### config.mk
export PLATFORM = sky130hd
export DESIGN_NAME = result_pack_writer
export DESIGN_NICKNAME = d
export VERILOG_FILES = /design/src/rtl/result_pack_pkg.sv /design/src/rtl/result_saturate.sv /design/src/rtl/result_pack_writer.sv
export SDC_FILE = /design/constraint.sdc
export NUM_CORES = 1
export LEC_CHECK = 0
export CORE_ASPECT_RATIO = 0.75
export CORE_MARGIN = 3
export CORE_UTILIZATION = 61
export CTS_BUF_LIST = sky130_fd_sc_hd__clkbuf_2
export DETAILED_ROUTE_END_ITERATION = 12
export PLACE_DENSITY = 0.83
export SYNTH_ARGS = -nofsm -noshare
export SYNTH_HDL_FRONTEND = slang
export SYNTH_SLANG_ARGS = --single-unit
### constraint.sdc
create_clock -name clk -period 8.7 [get_ports clk]
set_input_delay 1.74 -clock clk [delete_from_list [all_inputs] [get_ports clk]]
set_output_delay 1.74 -clock clk [all_outputs]
set_load 0.02 [all_outputs]
### src/rtl/result_pack_pkg.sv
// -----------------------------------------------------------------------------
// result_pack_pkg
// Shared types and constants for the result pack writer: FSM state encoding,
// the legal element widths and the elements-per-word lookup.
// -----------------------------------------------------------------------------
package result_pack_pkg;

   localparam int WORD_W = 16;

   typedef enum logic [2:0] {
      ST_IDLE,
      ST_PACK,
      ST_FLUSH,
      ST_HEADER,
      ST_DONE
   } state_t;

   localparam logic [4:0] SIZE_2  = 5'd2;
   localparam logic [4:0] SIZE_4  = 5'd4;
   localparam logic [4:0] SIZE_8  = 5'd8;
   localparam logic [4:0] SIZE_16 = 5'd16;

   // Any width other than 2/4/8 is run as a full 16-bit element.
   function automatic logic [4:0] legal_size(input logic [4:0] s);
      case (s)
         SIZE_2, SIZE_4, SIZE_8: return s;
         default:                return SIZE_16;
      endcase
   endfunction

   // Number of elements that fit in one 16-bit word for a legal width.
   function automatic logic [3:0] elems_per_word(input logic [4:0] s);
      case (s)
         SIZE_2:  return 4'd8;
         SIZE_4:  return 4'd4;
         SIZE_8:  return 4'd2;
         default: return 4'd1;
      endcase
   endfunction

endpackage

### src/rtl/result_saturate.sv
// -----------------------------------------------------------------------------
// result_saturate
// Combinational clip of a signed 16-bit result to a signed S-bit range, with
// the S-bit result returned zero-extended in the low bits.
//   i_size : legal element width (2, 4, 8 or 16)
//   i_data : signed two's-complement input
//   o_data : clipped value, low i_size bits valid, upper bits zero
// -----------------------------------------------------------------------------
module result_saturate
   import result_pack_pkg::*;
(
   input  logic [4:0]        i_size,
   input  logic [WORD_W-1:0] i_data,
   output logic [WORD_W-1:0] o_data
);

   logic signed [WORD_W:0]   w_data;
   logic signed [WORD_W:0]   w_max;
   logic signed [WORD_W:0]   w_min;
   logic signed [WORD_W:0]   w_clip;
   logic        [WORD_W-1:0] w_mask;

   always_comb begin
      // NOTE: combinational blocks use blocking assignments and give every
      // output a value on every path so no latch is inferred.
      w_data = {i_data[WORD_W-1], i_data};
      w_max  = (17'sd1 <<< (i_size - 5'd1)) - 17'sd1;
      w_min  = -(17'sd1 <<< (i_size - 5'd1));
      w_mask = 16'hFFFF >> (5'd16 - i_size);
      if (w_data > w_max) begin
         w_clip = w_max;
      end else if (w_data < w_min) begin
         w_clip = w_min;
      end else begin
         w_clip = w_data;
      end
      o_data = w_clip[WORD_W-1:0] & w_mask;
   end

endmodule

### src/rtl/result_pack_writer.sv
// -----------------------------------------------------------------------------
// result_pack_writer
// Saturates a stream of signed 16-bit results to the run's element width,
// packs them LSB-first into 16-bit words written from BASE_ADDR+1 upward, then
// writes the element count as a header word at BASE_ADDR and pulses done.
//   clk, reset              : clock, asynchronous active-high reset
//   start, elem_size        : run start pulse and element width (2/4/8/16)
//   in_valid/in_ready       : element handshake; in_data, in_last qualify it
//   dut_sram_write_*        : registered SRAM write port
//   busy, done              : run in progress, one-cycle completion pulse
// -----------------------------------------------------------------------------
module result_pack_writer
   import result_pack_pkg::*;
#(
   parameter int ADDR_W    = 12,
   parameter int DATA_W    = 16,
   parameter int BASE_ADDR = 0
) (
   input  logic              clk,
   input  logic              reset,
   input  logic              start,
   input  logic [4:0]        elem_size,
   input  logic              in_valid,
   output logic              in_ready,
   input  logic [DATA_W-1:0] in_data,
   input  logic              in_last,
   output logic [ADDR_W-1:0] dut_sram_write_address,
   output logic [DATA_W-1:0] dut_sram_write_data,
   output logic              dut_sram_write_enable,
   output logic              busy,
   output logic              done
);

   localparam logic [ADDR_W-1:0] HEADER_ADDR = ADDR_W'(BASE_ADDR);
   localparam logic [ADDR_W-1:0] DATA_START  = ADDR_W'(BASE_ADDR + 1);

   state_t              r_state;
   state_t              w_state_nxt;
   logic [4:0]          r_size;
   logic [DATA_W-1:0]   r_buf;
   logic [3:0]          r_fill;
   logic [15:0]         r_count;
   logic [ADDR_W-1:0]   r_ptr;

   logic                r_we;
   logic [ADDR_W-1:0]   r_waddr;
   logic [DATA_W-1:0]   r_wdata;
   logic                r_busy;
   logic                r_done;

   logic                w_hs;
   logic [3:0]          w_fill_inc;
   logic                w_word_full;
   logic [3:0]          w_offset;
   logic [DATA_W-1:0]   w_sat;
   logic [DATA_W-1:0]   w_buf_ins;

   logic                w_we_nxt;
   logic [ADDR_W-1:0]   w_waddr_nxt;
   logic [DATA_W-1:0]   w_wdata_nxt;
   logic                w_busy_nxt;
   logic                w_done_nxt;

   result_saturate u_sat (
      .i_size (r_size),
      .i_data (in_data),
      .o_data (w_sat)
   );

   assign in_ready    = (r_state == ST_PACK);
   assign w_hs        = in_valid & in_ready;
   assign w_fill_inc  = r_fill + 4'd1;
   assign w_word_full = (w_fill_inc == elems_per_word(r_size));
   // Offsets never exceed 14, so the truncated product is exact.
   assign w_offset    = 4'(r_fill * r_size);
   assign w_buf_ins   = r_buf | (w_sat << w_offset);

   // ---------------- state register ----------------
   always_ff @(posedge clk or posedge reset) begin
      // NOTE: sequential state uses non-blocking assignments so every flop
      // samples the pre-edge values of its inputs.
      if (reset) begin
         r_state <= ST_IDLE;
      end else begin
         r_state <= w_state_nxt;
      end
   end

   // ---------------- next-state logic ----------------
   always_comb begin
      w_state_nxt = r_state;
      case (r_state)
         ST_IDLE:   if (start) w_state_nxt = ST_PACK;
         ST_PACK:   if (w_hs && in_last) w_state_nxt = ST_FLUSH;
         ST_FLUSH:  w_state_nxt = ST_HEADER;
         ST_HEADER: w_state_nxt = ST_DONE;
         ST_DONE:   w_state_nxt = ST_IDLE;
         default:   w_state_nxt = ST_IDLE;
      endcase
   end

   // ---------------- output logic ----------------
   // Computes the values loaded into the output registers. The data word for a
   // full or final handshake is registered at that same edge, so the write is
   // visible in the following cycle (the FLUSH cycle for the last element).
   always_comb begin
      w_we_nxt    = 1'b0;
      w_waddr_nxt = r_waddr;
      w_wdata_nxt = r_wdata;
      case (r_state)
         ST_PACK: begin
            if (w_hs && (w_word_full || in_last)) begin
               w_we_nxt    = 1'b1;
               w_waddr_nxt = r_ptr;
               w_wdata_nxt = w_buf_ins;
            end
         end
         ST_FLUSH: begin
            w_we_nxt    = 1'b1;
            w_waddr_nxt = HEADER_ADDR;
            w_wdata_nxt = DATA_W'(r_count);
         end
         default: ;
      endcase
      w_busy_nxt = (w_state_nxt == ST_PACK) || (w_state_nxt == ST_FLUSH) ||
                   (w_state_nxt == ST_HEADER);
      w_done_nxt = (w_state_nxt == ST_DONE);
   end

   always_ff @(posedge clk or posedge reset) begin
      if (reset) begin
         r_we    <= 1'b0;
         r_waddr <= '0;
         r_wdata <= '0;
         r_busy  <= 1'b0;
         r_done  <= 1'b0;
      end else begin
         r_we    <= w_we_nxt;
         r_waddr <= w_waddr_nxt;
         r_wdata <= w_wdata_nxt;
         r_busy  <= w_busy_nxt;
         r_done  <= w_done_nxt;
      end
   end

   assign dut_sram_write_enable  = r_we;
   assign dut_sram_write_address = r_waddr;
   assign dut_sram_write_data    = r_wdata;
   assign busy                   = r_busy;
   assign done                   = r_done;

   // ---------------- pack datapath ----------------
   always_ff @(posedge clk or posedge reset) begin
      if (reset) begin
         r_size  <= SIZE_16;
         r_buf   <= '0;
         r_fill  <= '0;
         r_count <= '0;
         r_ptr   <= DATA_START;
      end else if (r_state == ST_IDLE) begin
         if (start) begin
            r_size  <= legal_size(elem_size);
            r_buf   <= '0;
            r_fill  <= '0;
            r_count <= '0;
            r_ptr   <= DATA_START;
         end
      end else if (w_hs) begin
         r_count <= (r_count == 16'hFFFF) ? r_count : r_count + 16'd1;
         if (w_word_full || in_last) begin
            r_buf  <= '0;
            r_fill <= '0;
            r_ptr  <= r_ptr + 1'b1;
         end else begin
            r_buf  <= w_buf_ins;
            r_fill <= w_fill_inc;
         end
      end
   end

endmodule

==> results of run 1 <==
[worst min path at each step]
stage / from / end / slack [ns]
6_report: r_buf[14] / r_buf[14] / 0.52
4_1_cts: r_buf[14] / r_buf[14] / 0.53
5_1_grt: dut_sram_write_address[7] / dut_sram_write_address[7] / 0.56
3_5_place_dp: dut_sram_write_address[0] / dut_sram_write_address[0] / 0.48
2_1_floorplan: r_buf[14] / r_buf[14] / 0.45
3_3_place_gp: r_buf[14] / r_buf[14] / 0.47
[stage by stage]
stage | power (mW) | area, µm² | cells | setup WS [ns]
final | 3.40 | 7790 | 1043 | 0.662
after global routing | 3.62 | 7790 | 1043 | 0.234
after CTS | 3.28 | 7790 | 1043 | 0.959
after detailed placement | 3.08 | 7690 | 1027 | 1.02
after global placement | 3.03 | 7690 | 1027 | 1.42
after floorplan | 2.37 | 7070 | 872 | 2.38
[kinds of logic after synthesis]
group	after synthesis	synth area share
adders and majority gates	52	0.0920
DFF	87	0.308
buffers and inverters	84	0.0470
muxes	24	0.0375
and+or+nand+nor	322	0.220
xor gates and xnor gates	36	0.0446
AOI/OAI and AO/OA	267	0.251
[sequential cells by signal, summed over array words and instances (netlist names)]
name,count
r_buf,16
r_count,16
dut_sram_write_data,16
busy,1
dut_sram_write_enable,1
done,1
dut_sram_write_address,12
r_state,3
r_ptr,12
r_fill,4
r_size,5
[power by group]
group | internal, mW | switching, mW | total, mW
registers | 0.485 | 0.0787 | 0.564
logic | 0.939 | 1.71 | 2.65
clock network | 0.0639 | 0.131 | 0.195
total | 1.49 | 1.92 | 3.40
[final cells by class]
class / count / area (µm²) / share of cell area
multi-input cells: 701 / 4580 / 0.588
flip-flops and latches: 87 / 2180 / 0.280
repair buffers: 64 / 623 / 0.0800
well taps: 140 / 175 / 0.0225
inverters: 35 / 133 / 0.0170
clock inverters: 6 / 51.3 / 0.00659
clock buffers: 10 / 50.0 / 0.00643
[worst register-to-register path, cell delays in order, from the launching register on]
cell and delay (ns):
dfrtp_1 0.58, inv_1 0.22, ha_1 0.43, inv_1 0.08, ha_1 0.69, nor2b_1 0.16, o21ai_1 0.35, ha_1 0.47
inv_1 0.14, a21oi_1 0.17, o21ai_0 0.22, nand2_1 0.22, mux2_2 0.38, ha_1 0.31, or3b_1 0.38, a21oi_1 0.11
o21ai_0 0.13, o21ai_2 0.93, o21ai_1 0.15, a211oi_1 0.47, a22oi_1 0.26, mux2_2 0.38, o311ai_0 0.54, a22o_1 0.23
[layer usage]
layer,routed length [µm],share of wire,vias up,track usage
met5,52,0.0023,-,0.0314
met1,9830,0.44,3484,0.507
met3,2850,0.13,49,0.151
met4,328,0.015,2,0.0680
met2,9240,0.41,404,0.480
li1,-,-,3250,-
[placed cells by master (no fill, tap or decap), types with 4 or more instances in the layout]
master | Yosys | layout
o21ai_1 | 9 | 8
o21ai_0 | 49 | 49
mux2i_1 | 16 | 16
a22o_1 | 7 | 7
nand4_1 | 9 | 9
o22ai_1 | 9 | 9
clkdlybuf4s50_1 | 0 | 57
ha_1 | 52 | 52
inv_1 | 32 | 31
mux2_2 | 6 | 6
xnor2_1 | 23 | 23
a31oi_1 | 18 | 18
nand2b_1 | 9 | 9
a211o_1 | 5 | 5
o21a_1 | 5 | 5
or3_1 | 13 | 13
a21oi_1 | 60 | 60
xor2_1 | 13 | 13
and3_1 | 9 | 9
or2_2 | 4 | 4
a211oi_1 | 16 | 16
nor2b_1 | 10 | 10
and2_1 | 13 | 13
nor3_1 | 15 | 15
nand3_1 | 33 | 33
o31ai_1 | 4 | 4
buf_4 | 0 | 7
dfrtp_1 | 85 | 85
clkbuf_2 | 0 | 10
o211ai_1 | 6 | 6
a21o_1 | 10 | 10
nor4_1 | 5 | 5
a22oi_1 | 19 | 19
a2111oi_0 | 5 | 5
nor2_1 | 71 | 71
nand2_1 | 107 | 107
==> results.json, run 1 <==
{
  "routed_wl_um": 22300,
  "ioPinCount": 58,
  "crit_end": "r_buf[11]",
  "cts_tree": "done",
  "finalSetupViolCount": 0,
  "synth_nets": 950,
  "syn_to_final_growth_pct": 10.1,
  "netlist_instances": 872,
  "cts_root_buffer": "clkbuf_2",
  "clk_pin_slew_ns": 0.23,
  "cts_max_level": 3,
  "cts.path.max_buffers": 2,
  "yosysMostFrequentCell": "nand2_1",
  "end_kind": "flop",
  "dominantRegCellSynth": "dfrtp_1",
  "die-area_um2": 12900,
  "floorplan.die.height_um": 99.3,
  "cp_max_fo": 30,
  "cp_cell_sequence": "inv_1 > ha_1 > inv_1 > ha_1 > nor2b_1 > o21ai_1 > ha_1 > inv_1 > a21oi_1 > o21ai_0 > nand2_1 > mux2_2 > ha_1 > or3b_1 > a21oi_1 > o21ai_0 > o21ai_2 > o21ai_1 > a211oi_1 > a22oi_1 > mux2_2 > o311ai_0 > a22o_1",
  "syn-mean-instance-area_um2": 8.11,
  "syn_area_um2": 7070,
  "ff2ff_path_depth": 23,
  "worst_slew_pin_slew_ns": 1.19,
  "cts_setup_buffers": 0,
  "cts.repair.resized": 0,
  "ys_top_cells_by_area": "dfrtp_1 30%, ha_1 9.2%, nand2_1 5.7%, a21oi_1 4.2%, nor2_1 3.8%",
  "synth_commonest_cells": "107 x nand2_1, 85 x dfrtp_1, 71 x nor2_1, 60 x a21oi_1, 52 x ha_1",
  "row_count": 33,
  "startpoint_type": "flop",
  "wl_per_cell_um": 21.4,
  "crit_type": "flop to flop",
  "clk_latency_ns": 0.53,
  "final_util": 0.701,
  "synthArstFlopShare": 1.00,
  "path_common_cell": "ha_1",
  "grt_pass1_wl_um": 35600,
  "finalSetupTns_ns": 0,
  "cp.depth": 23,
  "crit_buf_inv": 3,
  "diodes": 0,
  "yosys.area.top_type": "dfrtp_1",
  "min-delay-path-class": "flop to flop",
  "hold_slack_ns": 0.522,
  "regToRegEndpoint": "r_buf[11]",
  "cp.arrival_ns": 8.53,
  "track_usage": 0.347,
  "rr_startpoint": "r_size[0]",
  "relSlewSlack": 0.204,
  "drv_slew": 0,
  "drive_above_1_share": 0.0565,
  "p_per_area_nw_per_um2": 437,
  "dp_hpwl_um": 17100,
  "cp_slowest_cell": "o21ai_2",
  "vdd_ir_drop_max_uv": 238,
  "start_util": 0.637,
  "synth.ff_latch_count": 87,
  "startpoint": "r_size[0]",
  "synth_edf_count": 0,
  "port_buffers": 57,
  "p_leak_nw": 3.47,
  "grt_max_degree": 88,
  "postRouteAntennaNets": 0,
  "gp_congestion": 1.06,
  "coreArea_um2": 11100,
  "fin_nets": 976,
  "hold_viol_final": 0,
  "antenna_found_initial": 0,
  "slowest_delay_ns": 0.93,
  "seq_area_frac_synth": 0.308,
  "first_pass_iters": 6,
  "yosysUniqueCellTypes": 77,
  "period_needed_ns": 8.04,
  "drv_cap": 0,
  "required_ns": 9.19,
  "fmaxAchievable_ghz": 0.124,
  "rsz0062_at_grt": "no",
  "n_fill_cell": 889,
  "drt_iter0_markers": 1023,
  "die_w_um": 130,
  "drc": 0,
  "cts.sinks": 87,
  "cts_hold_buf": 0,
  "viasPerCell": 6.89,
  "fin_skew_ns": 0.0300,
  "cts_buffers": 9,
  "first_global_vias": 6785,
  "min_path_cells": 2,
  "rrSetupSlack_ns": 0.66,
  "fin_crit_sh": 0.924,
  "yosys.area.top_type_share": 0.301,
  "status": "finished clean",
  "num_vias": 7189,
  "cpLargestDelayFamily": "compound AO/OA/AOI/OAI gates",
  "yosys_warnings": 0,
  "gr-total-overflow": 0
}
No activity file was read; power rests on OpenSTA's default activity.
==> run 2, diff against run 1 <==
--- a/config.mk
+++ b/config.mk
@@ -10,6 +10,7 @@
 export CORE_UTILIZATION = 61
 export CTS_BUF_LIST = sky130_fd_sc_hd__clkbuf_2
 export DETAILED_ROUTE_END_ITERATION = 12
+export GPL_ROUTABILITY_DRIVEN = 1
 export PLACE_DENSITY = 0.83
 export SYNTH_ARGS = -nofsm -noshare
 export SYNTH_HDL_FRONTEND = slang
==> results of run 2 <==
The final DEF is identical to that of run 1; final timing and power are the same.
